--- config.mk ---
export PLATFORM = sky130hd
export DESIGN_NAME = hazard_ctrl_flat
export DESIGN_NICKNAME = d
export VERILOG_FILES = /design/src/rtl/riscv_pkg.sv /design/src/rtl/hazard_ctrl_if.sv /design/src/rtl/fwd_sel.sv /design/src/rtl/hazard_ctrl.sv /design/src/flat_wrapper.sv
export SDC_FILE = /design/constraint.sdc
export NUM_CORES = 1
export LEC_CHECK = 0
export BUFFER_PORTS_ARGS = -buffer_cell sky130_fd_sc_hd__buf_2
export CORE_MARGIN = 1.5
export CORE_UTILIZATION = 54
export CTS_BUF_LIST = sky130_fd_sc_hd__clkbuf_4 sky130_fd_sc_hd__clkbuf_8 sky130_fd_sc_hd__clkbuf_16
export CTS_CLUSTER_SIZE = 28
export DETAILED_ROUTE_END_ITERATION = 7
export PLACE_DENSITY_LB_ADDON = 0.15
export SETUP_SLACK_MARGIN = 0.2
export SKIP_CTS_REPAIR_TIMING = 1
export SLEW_MARGIN = 25
export SYNTH_ARGS = -nofsm -noshare
export SYNTH_HDL_FRONTEND = slang
export SYNTH_HIERARCHICAL = 1
export SYNTH_SLANG_ARGS = --single-unit
--- constraint.sdc ---
create_clock -name clk -period 3.6 [get_ports clk]
set_input_delay 0.18 -clock clk [delete_from_list [all_inputs] [get_ports clk]]
set_output_delay 0.18 -clock clk [all_outputs]
set_load 0.05 [all_outputs]
--- src/rtl/riscv_pkg.sv ---
// Shared encodings for the RV32I pipeline control path:
// result-select, forwarding-select and hazard FSM state.
package riscv_pkg;

  localparam logic [1:0] RES_ALU = 2'b00;
  localparam logic [1:0] RES_MEM = 2'b01;
  localparam logic [1:0] RES_PC4 = 2'b10;

  localparam logic [1:0] FWD_RF  = 2'b00;
  localparam logic [1:0] FWD_WB  = 2'b01;
  localparam logic [1:0] FWD_MEM = 2'b10;

  typedef enum logic [1:0] {
    RUN      = 2'd0,
    MEM_WAIT = 2'd1,
    ERROR    = 2'd2
  } hz_state_t;

endpackage

--- src/rtl/hazard_ctrl_if.sv ---
// Bundle between the pipeline datapath and hazard_ctrl.
// master: datapath (drives stage regs/ctrl); slave: hazard_ctrl.
interface hazard_ctrl_if #(
  parameter int CW = 16
);
  logic [4:0]    Rs1D, Rs2D;
  logic [4:0]    Rs1E, Rs2E, RdE;
  logic [1:0]    ResultSrcE;
  logic          PCSrcE;
  logic [4:0]    RdM;
  logic          RegWriteM;
  logic          MemReqM;
  logic          MemReadyM;
  logic [4:0]    RdW;
  logic          RegWriteW;
  logic          StallF, StallD;
  logic          StallE, StallM;
  logic          FlushD, FlushE, FlushW;
  logic [1:0]    ForwardAE, ForwardBE;
  logic          MemTimeout;
  logic [CW-1:0] MemStallCnt;
  logic [CW-1:0] LoadUseCnt;

  modport master (
    output Rs1D, Rs2D, Rs1E, Rs2E, RdE,
    output ResultSrcE, PCSrcE,
    output RdM, RegWriteM, MemReqM, MemReadyM,
    output RdW, RegWriteW,
    input  StallF, StallD, StallE, StallM,
    input  FlushD, FlushE, FlushW,
    input  ForwardAE, ForwardBE,
    input  MemTimeout, MemStallCnt, LoadUseCnt
  );

  modport slave (
    input  Rs1D, Rs2D, Rs1E, Rs2E, RdE,
    input  ResultSrcE, PCSrcE,
    input  RdM, RegWriteM, MemReqM, MemReadyM,
    input  RdW, RegWriteW,
    output StallF, StallD, StallE, StallM,
    output FlushD, FlushE, FlushW,
    output ForwardAE, ForwardBE,
    output MemTimeout, MemStallCnt, LoadUseCnt
  );

endinterface

--- src/rtl/fwd_sel.sv ---
// Operand forward select for one E-stage source register.
// rs vs rdm/rdw; M wins over W; x0 never forwards.
module fwd_sel
  import riscv_pkg::*;
(
  input  logic [4:0] rs,
  input  logic [4:0] rdm,
  input  logic       regwritem,
  input  logic [4:0] rdw,
  input  logic       regwritew,
  output logic [1:0] fwd
);

  logic m_hit;
  logic w_hit;

  assign m_hit = regwritem && (rdm != 5'd0)
              && (rdm == rs);
  assign w_hit = regwritew && (rdw != 5'd0)
              && (rdw == rs) && !m_hit;

  always_comb begin
    fwd = FWD_RF;
    unique case (1'b1)
      m_hit:   fwd = FWD_MEM;
      w_hit:   fwd = FWD_WB;
      default: fwd = FWD_RF;
    endcase
  end

endmodule

--- src/rtl/hazard_ctrl.sv ---
// Stall/flush/forward control with a memory-wait FSM.
// Ports: clk, rst_n (async low), hz (slave bundle).
module hazard_ctrl
  import riscv_pkg::*;
#(
  parameter int TIMEOUT = 16,
  parameter int CW      = 16
) (
  input  logic          clk,
  input  logic          rst_n,
  hazard_ctrl_if.slave  hz
);

  localparam int WW = $clog2(TIMEOUT + 1);
  localparam logic [WW-1:0] WLAST =
    WW'(TIMEOUT - 1);

  hz_state_t     state, state_n;
  logic [WW-1:0] waitcnt, waitcnt_n;
  logic          timeout_q;
  logic [CW-1:0] memcnt_q, lucnt_q;
  logic          memhold;
  logic          lwstall;
  logic          mem_miss;

  fwd_sel u_fwd_a (
    .rs        (hz.Rs1E),
    .rdm       (hz.RdM),
    .regwritem (hz.RegWriteM),
    .rdw       (hz.RdW),
    .regwritew (hz.RegWriteW),
    .fwd       (hz.ForwardAE)
  );

  fwd_sel u_fwd_b (
    .rs        (hz.Rs2E),
    .rdm       (hz.RdM),
    .regwritem (hz.RegWriteM),
    .rdw       (hz.RdW),
    .regwritew (hz.RegWriteW),
    .fwd       (hz.ForwardBE)
  );

  assign mem_miss = hz.MemReqM && !hz.MemReadyM;

  assign memhold =
    ((state == RUN) && mem_miss) ||
    ((state == MEM_WAIT) && !hz.MemReadyM) ||
    (state == ERROR);

  assign lwstall =
    (hz.ResultSrcE == RES_MEM) &&
    (hz.RdE != 5'd0) &&
    ((hz.RdE == hz.Rs1D) || (hz.RdE == hz.Rs2D));

  always_comb begin
    state_n   = state;
    waitcnt_n = waitcnt;
    unique case (state)
      RUN: begin
        if (mem_miss) begin
          state_n   = MEM_WAIT;
          waitcnt_n = WW'(1);
        end
      end
      MEM_WAIT: begin
        if (hz.MemReadyM) begin
          state_n   = RUN;
          waitcnt_n = '0;
        end else if (waitcnt == WLAST) begin
          state_n = ERROR;
        end else begin
          waitcnt_n = waitcnt + WW'(1);
        end
      end
      ERROR: begin
        state_n = ERROR;
      end
      default: begin
        state_n   = RUN;
        waitcnt_n = '0;
      end
    endcase
  end

  always_ff @(posedge clk or negedge rst_n) begin
    if (!rst_n) begin
      state   <= RUN;
      waitcnt <= '0;
    end else begin
      state   <= state_n;
      waitcnt <= waitcnt_n;
    end
  end

  always_ff @(posedge clk or negedge rst_n) begin
    if (!rst_n) begin
      timeout_q <= 1'b0;
    end else if (state_n == ERROR) begin
      timeout_q <= 1'b1;
    end
  end

  // Counters stick at all-ones rather than wrapping.
  always_ff @(posedge clk or negedge rst_n) begin
    if (!rst_n) begin
      memcnt_q <= '0;
      lucnt_q  <= '0;
    end else begin
      if (memhold && (state != ERROR)
          && (memcnt_q != '1)) begin
        memcnt_q <= memcnt_q + CW'(1);
      end
      if (lwstall && !memhold
          && (lucnt_q != '1)) begin
        lucnt_q <= lucnt_q + CW'(1);
      end
    end
  end

  // A memory hold freezes every stage and drops the
  // W result; a pending redirect waits in E until release.
  always_comb begin
    hz.StallF = 1'b0;
    hz.StallD = 1'b0;
    hz.StallE = 1'b0;
    hz.StallM = 1'b0;
    hz.FlushD = 1'b0;
    hz.FlushE = 1'b0;
    hz.FlushW = 1'b0;
    if (memhold) begin
      hz.StallF = 1'b1;
      hz.StallD = 1'b1;
      hz.StallE = 1'b1;
      hz.StallM = 1'b1;
      hz.FlushW = 1'b1;
    end else begin
      hz.StallF = lwstall;
      hz.StallD = lwstall;
      hz.FlushE = lwstall || hz.PCSrcE;
      hz.FlushD = hz.PCSrcE;
    end
  end

  assign hz.MemTimeout  = timeout_q;
  assign hz.MemStallCnt = memcnt_q;
  assign hz.LoadUseCnt  = lucnt_q;

endmodule

--- src/flat_wrapper.sv ---
// flat-port wrapper written by rule: the top's interface ports become plain ports
module hazard_ctrl_flat import riscv_pkg::*;
#(
  parameter int TIMEOUT = 16,
  parameter int CW      = 16
)
  (clk, rst_n, hz_Rs1D, hz_Rs2D, hz_Rs1E, hz_Rs2E, hz_RdE, hz_ResultSrcE, hz_PCSrcE, hz_RdM, hz_RegWriteM, hz_MemReqM, hz_MemReadyM, hz_RdW, hz_RegWriteW, hz_StallF, hz_StallD, hz_StallE, hz_StallM, hz_FlushD, hz_FlushE, hz_FlushW, hz_ForwardAE, hz_ForwardBE, hz_MemTimeout, hz_MemStallCnt, hz_LoadUseCnt);
  hazard_ctrl_if #(.CW(CW)) hz_i ();
  input  logic clk;
  input  logic rst_n;
  input wire logic [$bits(hz_i.Rs1D)-1:0] hz_Rs1D;
  input wire logic [$bits(hz_i.Rs2D)-1:0] hz_Rs2D;
  input wire logic [$bits(hz_i.Rs1E)-1:0] hz_Rs1E;
  input wire logic [$bits(hz_i.Rs2E)-1:0] hz_Rs2E;
  input wire logic [$bits(hz_i.RdE)-1:0] hz_RdE;
  input wire logic [$bits(hz_i.ResultSrcE)-1:0] hz_ResultSrcE;
  input wire logic [$bits(hz_i.PCSrcE)-1:0] hz_PCSrcE;
  input wire logic [$bits(hz_i.RdM)-1:0] hz_RdM;
  input wire logic [$bits(hz_i.RegWriteM)-1:0] hz_RegWriteM;
  input wire logic [$bits(hz_i.MemReqM)-1:0] hz_MemReqM;
  input wire logic [$bits(hz_i.MemReadyM)-1:0] hz_MemReadyM;
  input wire logic [$bits(hz_i.RdW)-1:0] hz_RdW;
  input wire logic [$bits(hz_i.RegWriteW)-1:0] hz_RegWriteW;
  output wire logic [$bits(hz_i.StallF)-1:0] hz_StallF;
  output wire logic [$bits(hz_i.StallD)-1:0] hz_StallD;
  output wire logic [$bits(hz_i.StallE)-1:0] hz_StallE;
  output wire logic [$bits(hz_i.StallM)-1:0] hz_StallM;
  output wire logic [$bits(hz_i.FlushD)-1:0] hz_FlushD;
  output wire logic [$bits(hz_i.FlushE)-1:0] hz_FlushE;
  output wire logic [$bits(hz_i.FlushW)-1:0] hz_FlushW;
  output wire logic [$bits(hz_i.ForwardAE)-1:0] hz_ForwardAE;
  output wire logic [$bits(hz_i.ForwardBE)-1:0] hz_ForwardBE;
  output wire logic [$bits(hz_i.MemTimeout)-1:0] hz_MemTimeout;
  output wire logic [$bits(hz_i.MemStallCnt)-1:0] hz_MemStallCnt;
  output wire logic [$bits(hz_i.LoadUseCnt)-1:0] hz_LoadUseCnt;
  assign hz_i.Rs1D = hz_Rs1D;
  assign hz_i.Rs2D = hz_Rs2D;
  assign hz_i.Rs1E = hz_Rs1E;
  assign hz_i.Rs2E = hz_Rs2E;
  assign hz_i.RdE = hz_RdE;
  assign hz_i.ResultSrcE = hz_ResultSrcE;
  assign hz_i.PCSrcE = hz_PCSrcE;
  assign hz_i.RdM = hz_RdM;
  assign hz_i.RegWriteM = hz_RegWriteM;
  assign hz_i.MemReqM = hz_MemReqM;
  assign hz_i.MemReadyM = hz_MemReadyM;
  assign hz_i.RdW = hz_RdW;
  assign hz_i.RegWriteW = hz_RegWriteW;
  assign hz_StallF = hz_i.StallF;
  assign hz_StallD = hz_i.StallD;
  assign hz_StallE = hz_i.StallE;
  assign hz_StallM = hz_i.StallM;
  assign hz_FlushD = hz_i.FlushD;
  assign hz_FlushE = hz_i.FlushE;
  assign hz_FlushW = hz_i.FlushW;
  assign hz_ForwardAE = hz_i.ForwardAE;
  assign hz_ForwardBE = hz_i.ForwardBE;
  assign hz_MemTimeout = hz_i.MemTimeout;
  assign hz_MemStallCnt = hz_i.MemStallCnt;
  assign hz_LoadUseCnt = hz_i.LoadUseCnt;
  hazard_ctrl #(.TIMEOUT(TIMEOUT), .CW(CW)) u_core (.clk(clk), .rst_n(rst_n), .hz(hz_i));
endmodule
; ---- Word level (Yosys, flattened, before mapping)
; Index checks and enable logic that the tools add are counted.
[op_classes]
n_reduce_logical = 30
eq_ne = 16
bitwise = 1
add_sub_neg = 3
muxes = 14
[ops]
columns = cell, n
row1 = adder 16 x 1 -> 16 bit (second input constant), 2
row2 = != test 16 bit (second input constant), 2
row3 = equality test 5 bit, 6
row4 = logical AND 1 bit, 17
row5 = two-way mux 5 bit, 3
row6 = case mux 5 bit (3 select lines), 1
row7 = nonzero test 5 bit, 3
row8 = case mux 2 bit (2 select lines), 2
row9 = two-way mux 2 bit, 3
row10 = case mux 2 bit (3 select lines), 1
row11 = adder 5 x 1 -> 5 bit (second input constant), 1
row12 = equality test 5 x 4 -> 1 bit (second input constant), 1
row13 = equality test 2 x 1 -> 1 bit (second input constant), 2
row14 = equality test 2 bit (second input constant), 2
row15 = zero test 1 bit, 4
row16 = logical OR 1 bit, 4
row17 = two-way mux 1 bit, 4
row18 = != test 3 bit (second input constant), 1
row19 = AND reduction 3 bit, 1
row20 = zero test 2 bit, 1
row21 = != test 2 x 1 -> 1 bit (second input constant), 1
row22 = != test 2 bit (second input constant), 1
row23 = inverter 1 bit, 1
[totals]
elab_cells = 69
output_inout_bits = 44
inputBits = 44
ff_bits = 40

; ---- Logic depth before layout (Yosys ltp)
[depth]
ltp_word = 8
mapped_depth = 8
mapped_depth_nobuf = 8

; ---- Hierarchy
; The synthesis kept the hierarchy.
[modules_own_cells]
columns = mod, seq_area_each_um2, area_per_inst_um2, cells_per_inst, instances
row1 = hazard_ctrl, 1001.0, 2195.9, 211, 1
row2 = fwd_sel, 0.0, 151.4, 20, 2

; ---- Least setup slack after synthesis
; OpenSTA, ideal clock, no wires.
[synth_path]
path_kind = reg-to-output
start = register u_core.state[1]
end = output port hz_StallF
path_slack_ns = 1.178
path_buffers = 2
arrival_time_ns = 2.242
required_ns = 3.420
stages_incl_launch_ff = 6
cell_sequence = dfrtp_1 > or2_1 > buf_6 > o21ai_2 > nand2b_1 > buf_4
[synth_between]
elab_chain_cells = 5
word_cells_on_any_way = 8
classes_between = eq/ne (2) / mux (1) / reduce/logical (5)
[synth_lines]
columns = item, line
row1 = start: declaration, hazard_ctrl.sv:18  ; hz_state_t state, state_n;
row2 = start signal: assignment, hazard_ctrl.sv:91  ; state <= state_n;
row3 = equality test 2 x 1 -> 1 bit or zero test 2 bit (tied branches), "hazard_ctrl.sv:48, hazard_ctrl.sv:47"
row4 = logical AND 1 bit (on tied branches), "hazard_ctrl.sv:48, hazard_ctrl.sv:47"
row5 = logical OR 1 bit, hazard_ctrl.sv:47  ; ((state == RUN) && mem_miss) ||
row6 = logical OR 1 bit *, hazard_ctrl.sv:48  ; ((state == MEM_WAIT) && !hz.MemReadyM) ||
row7 = two-way mux 1 bit *, -
row8 = end: declaration, flat_wrapper.sv:24  ; output wire logic [$bits(hz_i.StallF)-1:0] hz_StallF;
; Mark *: on every way between the ends. The rest lies on a longest branch, timed or not.

; ---- Final worst setup path
[layout_path]
start = register u_core.state[1]
end = output port hz_StallF
[layout_between]
elab_chain_cells = 5
word_cells_on_any_way = 8
classes_between = eq/ne (2) / mux (1) / reduce/logical (5)
[layout_lines]
columns = item, line
row1 = equality test 2 x 1 -> 1 bit or zero test 2 bit (tied branches), "hazard_ctrl.sv:48, hazard_ctrl.sv:47"
row2 = logical AND 1 bit (on tied branches), "hazard_ctrl.sv:48, hazard_ctrl.sv:47"
row3 = logical OR 1 bit, hazard_ctrl.sv:47
row4 = logical OR 1 bit *, hazard_ctrl.sv:48
row5 = two-way mux 1 bit *, hazard_ctrl.sv:131  ; if (memhold) begin
; Marked as above.

==> impl_metrics.env <==
export IMPL_reg2reg_depth=6
export IMPL_place_ws_ns=1.52
export IMPL_fin_skew_ns=0.00914
export IMPL_ys_seq_area_share_pct=40.1
export IMPL_timing_fmax_mhz=472
export IMPL_htree_levels=2
export IMPL_via_count=2181
export IMPL_cts_buffer_depth=2
export IMPL_period_needed_ns=2.12
export IMPL_relSlewSlack_pct=41.5
export IMPL_antenna_cells=0
export IMPL_grt_max_degree=41
export IMPL_cp_max_fo=10
export IMPL_die_y_um=71.0
export IMPL_routed_wirelength_um=5150
export IMPL_postLayoutCoreUtil_pct=69.9
export IMPL_die_x_um=71.0
export IMPL_violations="hold timing"
export IMPL_antenna_found_initial=0
export IMPL_worst_setup_path_start_kind="register"
export IMPL_clk_pin_slew_ns=0.08
export IMPL_async_reset_ff_share_pct=100
export IMPL_dieArea_sq_um=5040
export IMPL_peakVddDrop_uv=331
export IMPL_slew_violations=0
export IMPL_crit_buf_inv=1
export IMPL_place_congestion=0.831
export IMPL_crit_arrival_ns=1.94
export IMPL_drt_wirelength_per_cell_um=13.1
export IMPL_crit_family="simple AND/OR/NAND/NOR gates"
export IMPL_setup_slack_ns=1.48
export IMPL_drive_gt1_share_pct=34.3
export IMPL_synthCells=251
export IMPL_hpwlAfterDp_um=3860
export IMPL_status="complete, but fails checks"
export IMPL_holdWs_ns=-0.00290
export IMPL_slowest_delay_ns=0.44
export IMPL_overflow=0
export IMPL_numCtsBuffers=5
export IMPL_reg2reg_slack_ns=1.49
export IMPL_synth_edf_count=0
export IMPL_power_w=0.00136
export IMPL_rr_endpoint="u_core/hz.LoadUseCnt[1]$_DFFE_PN0P_"
export IMPL_synth_seq_cells=40
export IMPL_port_buffers=87
export IMPL_ios=88
export IMPL_worst_hold_path_type="input pin to asynchronous set/reset pin"
export IMPL_worst_slew_pin_slew_ns=0.877
export IMPL_grt_pass1_wl_um=8670
export IMPL_rsz0062_at_grt="false"
export IMPL_ant_nets=0
export IMPL_worstPathCellList="or2_1 > o21ai_2 > nand2b_1 > buf_2"
export IMPL_start_util_pct=56.6
export IMPL_clk_latency_ns=0.30
export IMPL_yosys_cell_types_count=43
export IMPL_drt_iter0_drc=79
export IMPL_coreArea_sq_um=4410
export IMPL_syn_area_sq_um=2500
export IMPL_route_detailed_drc=0
export IMPL_cp_end_kind="output port"
export IMPL_worstSetupPathType="register to output port"
export IMPL_syn_num_nets=299
export IMPL_cts_sinks=40
export IMPL_track_usage_pct=21.1
export IMPL_vias_per_cell=5.55
export IMPL_finalHoldViolations=7
export IMPL_setup_violations=0
export IMPL_cp_data_required_time_ns=3.42
export IMPL_tns_ns=0
export IMPL_rr_startpoint="u_core/hz.LoadUseCnt[0]$_DFFE_PN0P_"
export IMPL_area_growth_syn_to_layout_pct=23.4
export IMPL_fin_nets=388
export IMPL_root_buffer="clkbuf_8"
export IMPL_p_leak_nw=1.45
export IMPL_grt_pass1_vias=1969
export IMPL_maxCapViolCount=0
export IMPL_drtPass1Iterations=4
export IMPL_syn_avg_cell_area_sq_um=9.95
export IMPL_cts_tree="done"
export IMPL_synthFlopType="dfrtp_1"
export IMPL_slowest_stage="o21ai_2"
export IMPL_yosys_warnings=6
export IMPL_rows=24
export IMPL_fin_crit_sh_pct=58.8
export IMPL_power_density_nw_per_um2=442
[layer usage]
| layer | wire (um) | part of all wire [%] | global-route usage, % |
|---|---|---|---|
| met2 | 2380 | 46 | 34.5 |
| met5 | 0 | 0 | 0 |
| met1 | 2360 | 46 | 28.2 |
| met4 | 65 | 1.3 | 7.34 |
| met3 | 346 | 6.7 | 4.13 |
[worst max path at each step]
stage	startpoint	end	slack (ns)	depth (start not counted)
2_1_floorplan	u_core/state[1]$_DFF_PN0_	hz_StallF	1.18	5
3_3_place_gp	u_core/hz.LoadUseCnt[0]$_DFFE_PN0P_	u_core/hz.LoadUseCnt[1]$_DFFE_PN0P_	1.68	6
3_5_place_dp	u_core/hz.LoadUseCnt[0]$_DFFE_PN0P_	u_core/hz.LoadUseCnt[1]$_DFFE_PN0P_	1.52	6
4_1_cts	u_core/state[1]$_DFF_PN0_	hz_StallF	1.48	4
5_1_grt	u_core/waitcnt[0]$_DFFE_PN0P_	u_core/waitcnt[3]$_DFFE_PN0P_	1.35	8
6_report	u_core/state[1]$_DFF_PN0_	hz_StallF	1.48	4
[report_power, final]
group	internal (W)	switching, W
clock	0.000227	0.000162
combinational	0.000135	0.000288
sequential	0.000494	0.0000578
total	0.000856	0.000508
[state kept, by name, summed over array words and instances, names as in the netlist]
register and flops:
u_core/waitcnt 5, u_core/hz.MemTimeout 1, u_core/hz.MemStallCnt 16, u_core/hz.LoadUseCnt 16, u_core/state 2
[synth_stat cells, types with 3 or more instances]
cell type	instances	share of area (%)
a21oi_1	4	0.80
and3_1	11	2.8
buf_4	3	0.90
dfrtp_1	40	40
ha_1	4	2.0
inv_1	5	0.75
mux2_2	3	1.4
nand2_1	21	3.2
nand2b_1	4	1.0
nand3_1	23	4.6
nand4_1	15	3.8
nor2_1	9	1.4
nor3_1	10	2.0
nor3b_1	3	0.90
nor4_1	3	0.75
o21ai_0	5	1.0
xnor2_1	45	16
xor2_1	10	3.5
[worst reg2reg max path: stages (launching register included)]
cell     delay [ns]
dfrtp_1        0.41
ha_1           0.24
nand2_1        0.10
nor4_1         0.45
nand3_1        0.27
nand3_1        0.21
mux2_2         0.35
[final cells by class]
| cell class | count | area, sq um |
|---|---|---|
| multi-input combinational | 200 | 1440 |
| fill | 370 | 1330 |
| sequential | 40 | 1000 |
| timing repair buffer | 88 | 443 |
| clock buffer | 6 | 82.6 |
| tap | 52 | 65.1 |
| clock inverter | 2 | 38.8 |
| inverter | 5 | 18.8 |
[cells in the final DEF, fill, tap and decap left out, drive strengths merged, types with 2 or more instances in the layout]
| cell | count |
|---|---|
| buf | 88 |
| xnor2 | 45 |
| dfrtp | 40 |
| nand3 | 23 |
| nand2 | 21 |
| nand4 | 16 |
| nor3 | 13 |
| and3 | 11 |
| xor2 | 10 |
| nor2 | 10 |
| o21ai | 7 |
| clkbuf | 6 |
| inv | 5 |
| nor4 | 5 |
| nand2b | 4 |
| a21oi | 4 |
| ha | 4 |
| mux2 | 3 |
| nor3b | 3 |
| o22ai | 2 |
| o31ai | 2 |
| o41ai | 2 |
| a211oi | 2 |
| or2 | 2 |
[metrics by stage]
step / area (sq um) / instances
finish: 3080 / 393
global route: 3080 / 393
CTS: 3080 / 393
detailed placement: 2960 / 385
global placement: 2960 / 385
floorplan: 2500 / 251
[kinds of logic after synthesis]
| kind of cell | count (synthesis) | synth area share [%] |
|---|---|---|
| buf+inv | 11 | 2.50 |
| compound gates | 23 | 7.76 |
| xor+xnor | 55 | 19.3 |
| flops | 40 | 40.1 |
| simple gates | 114 | 26.6 |
| mux | 4 | 1.75 |
| fa+ha+maj | 4 | 2.00 |
No activity file was read; power rests on OpenSTA's default activity.
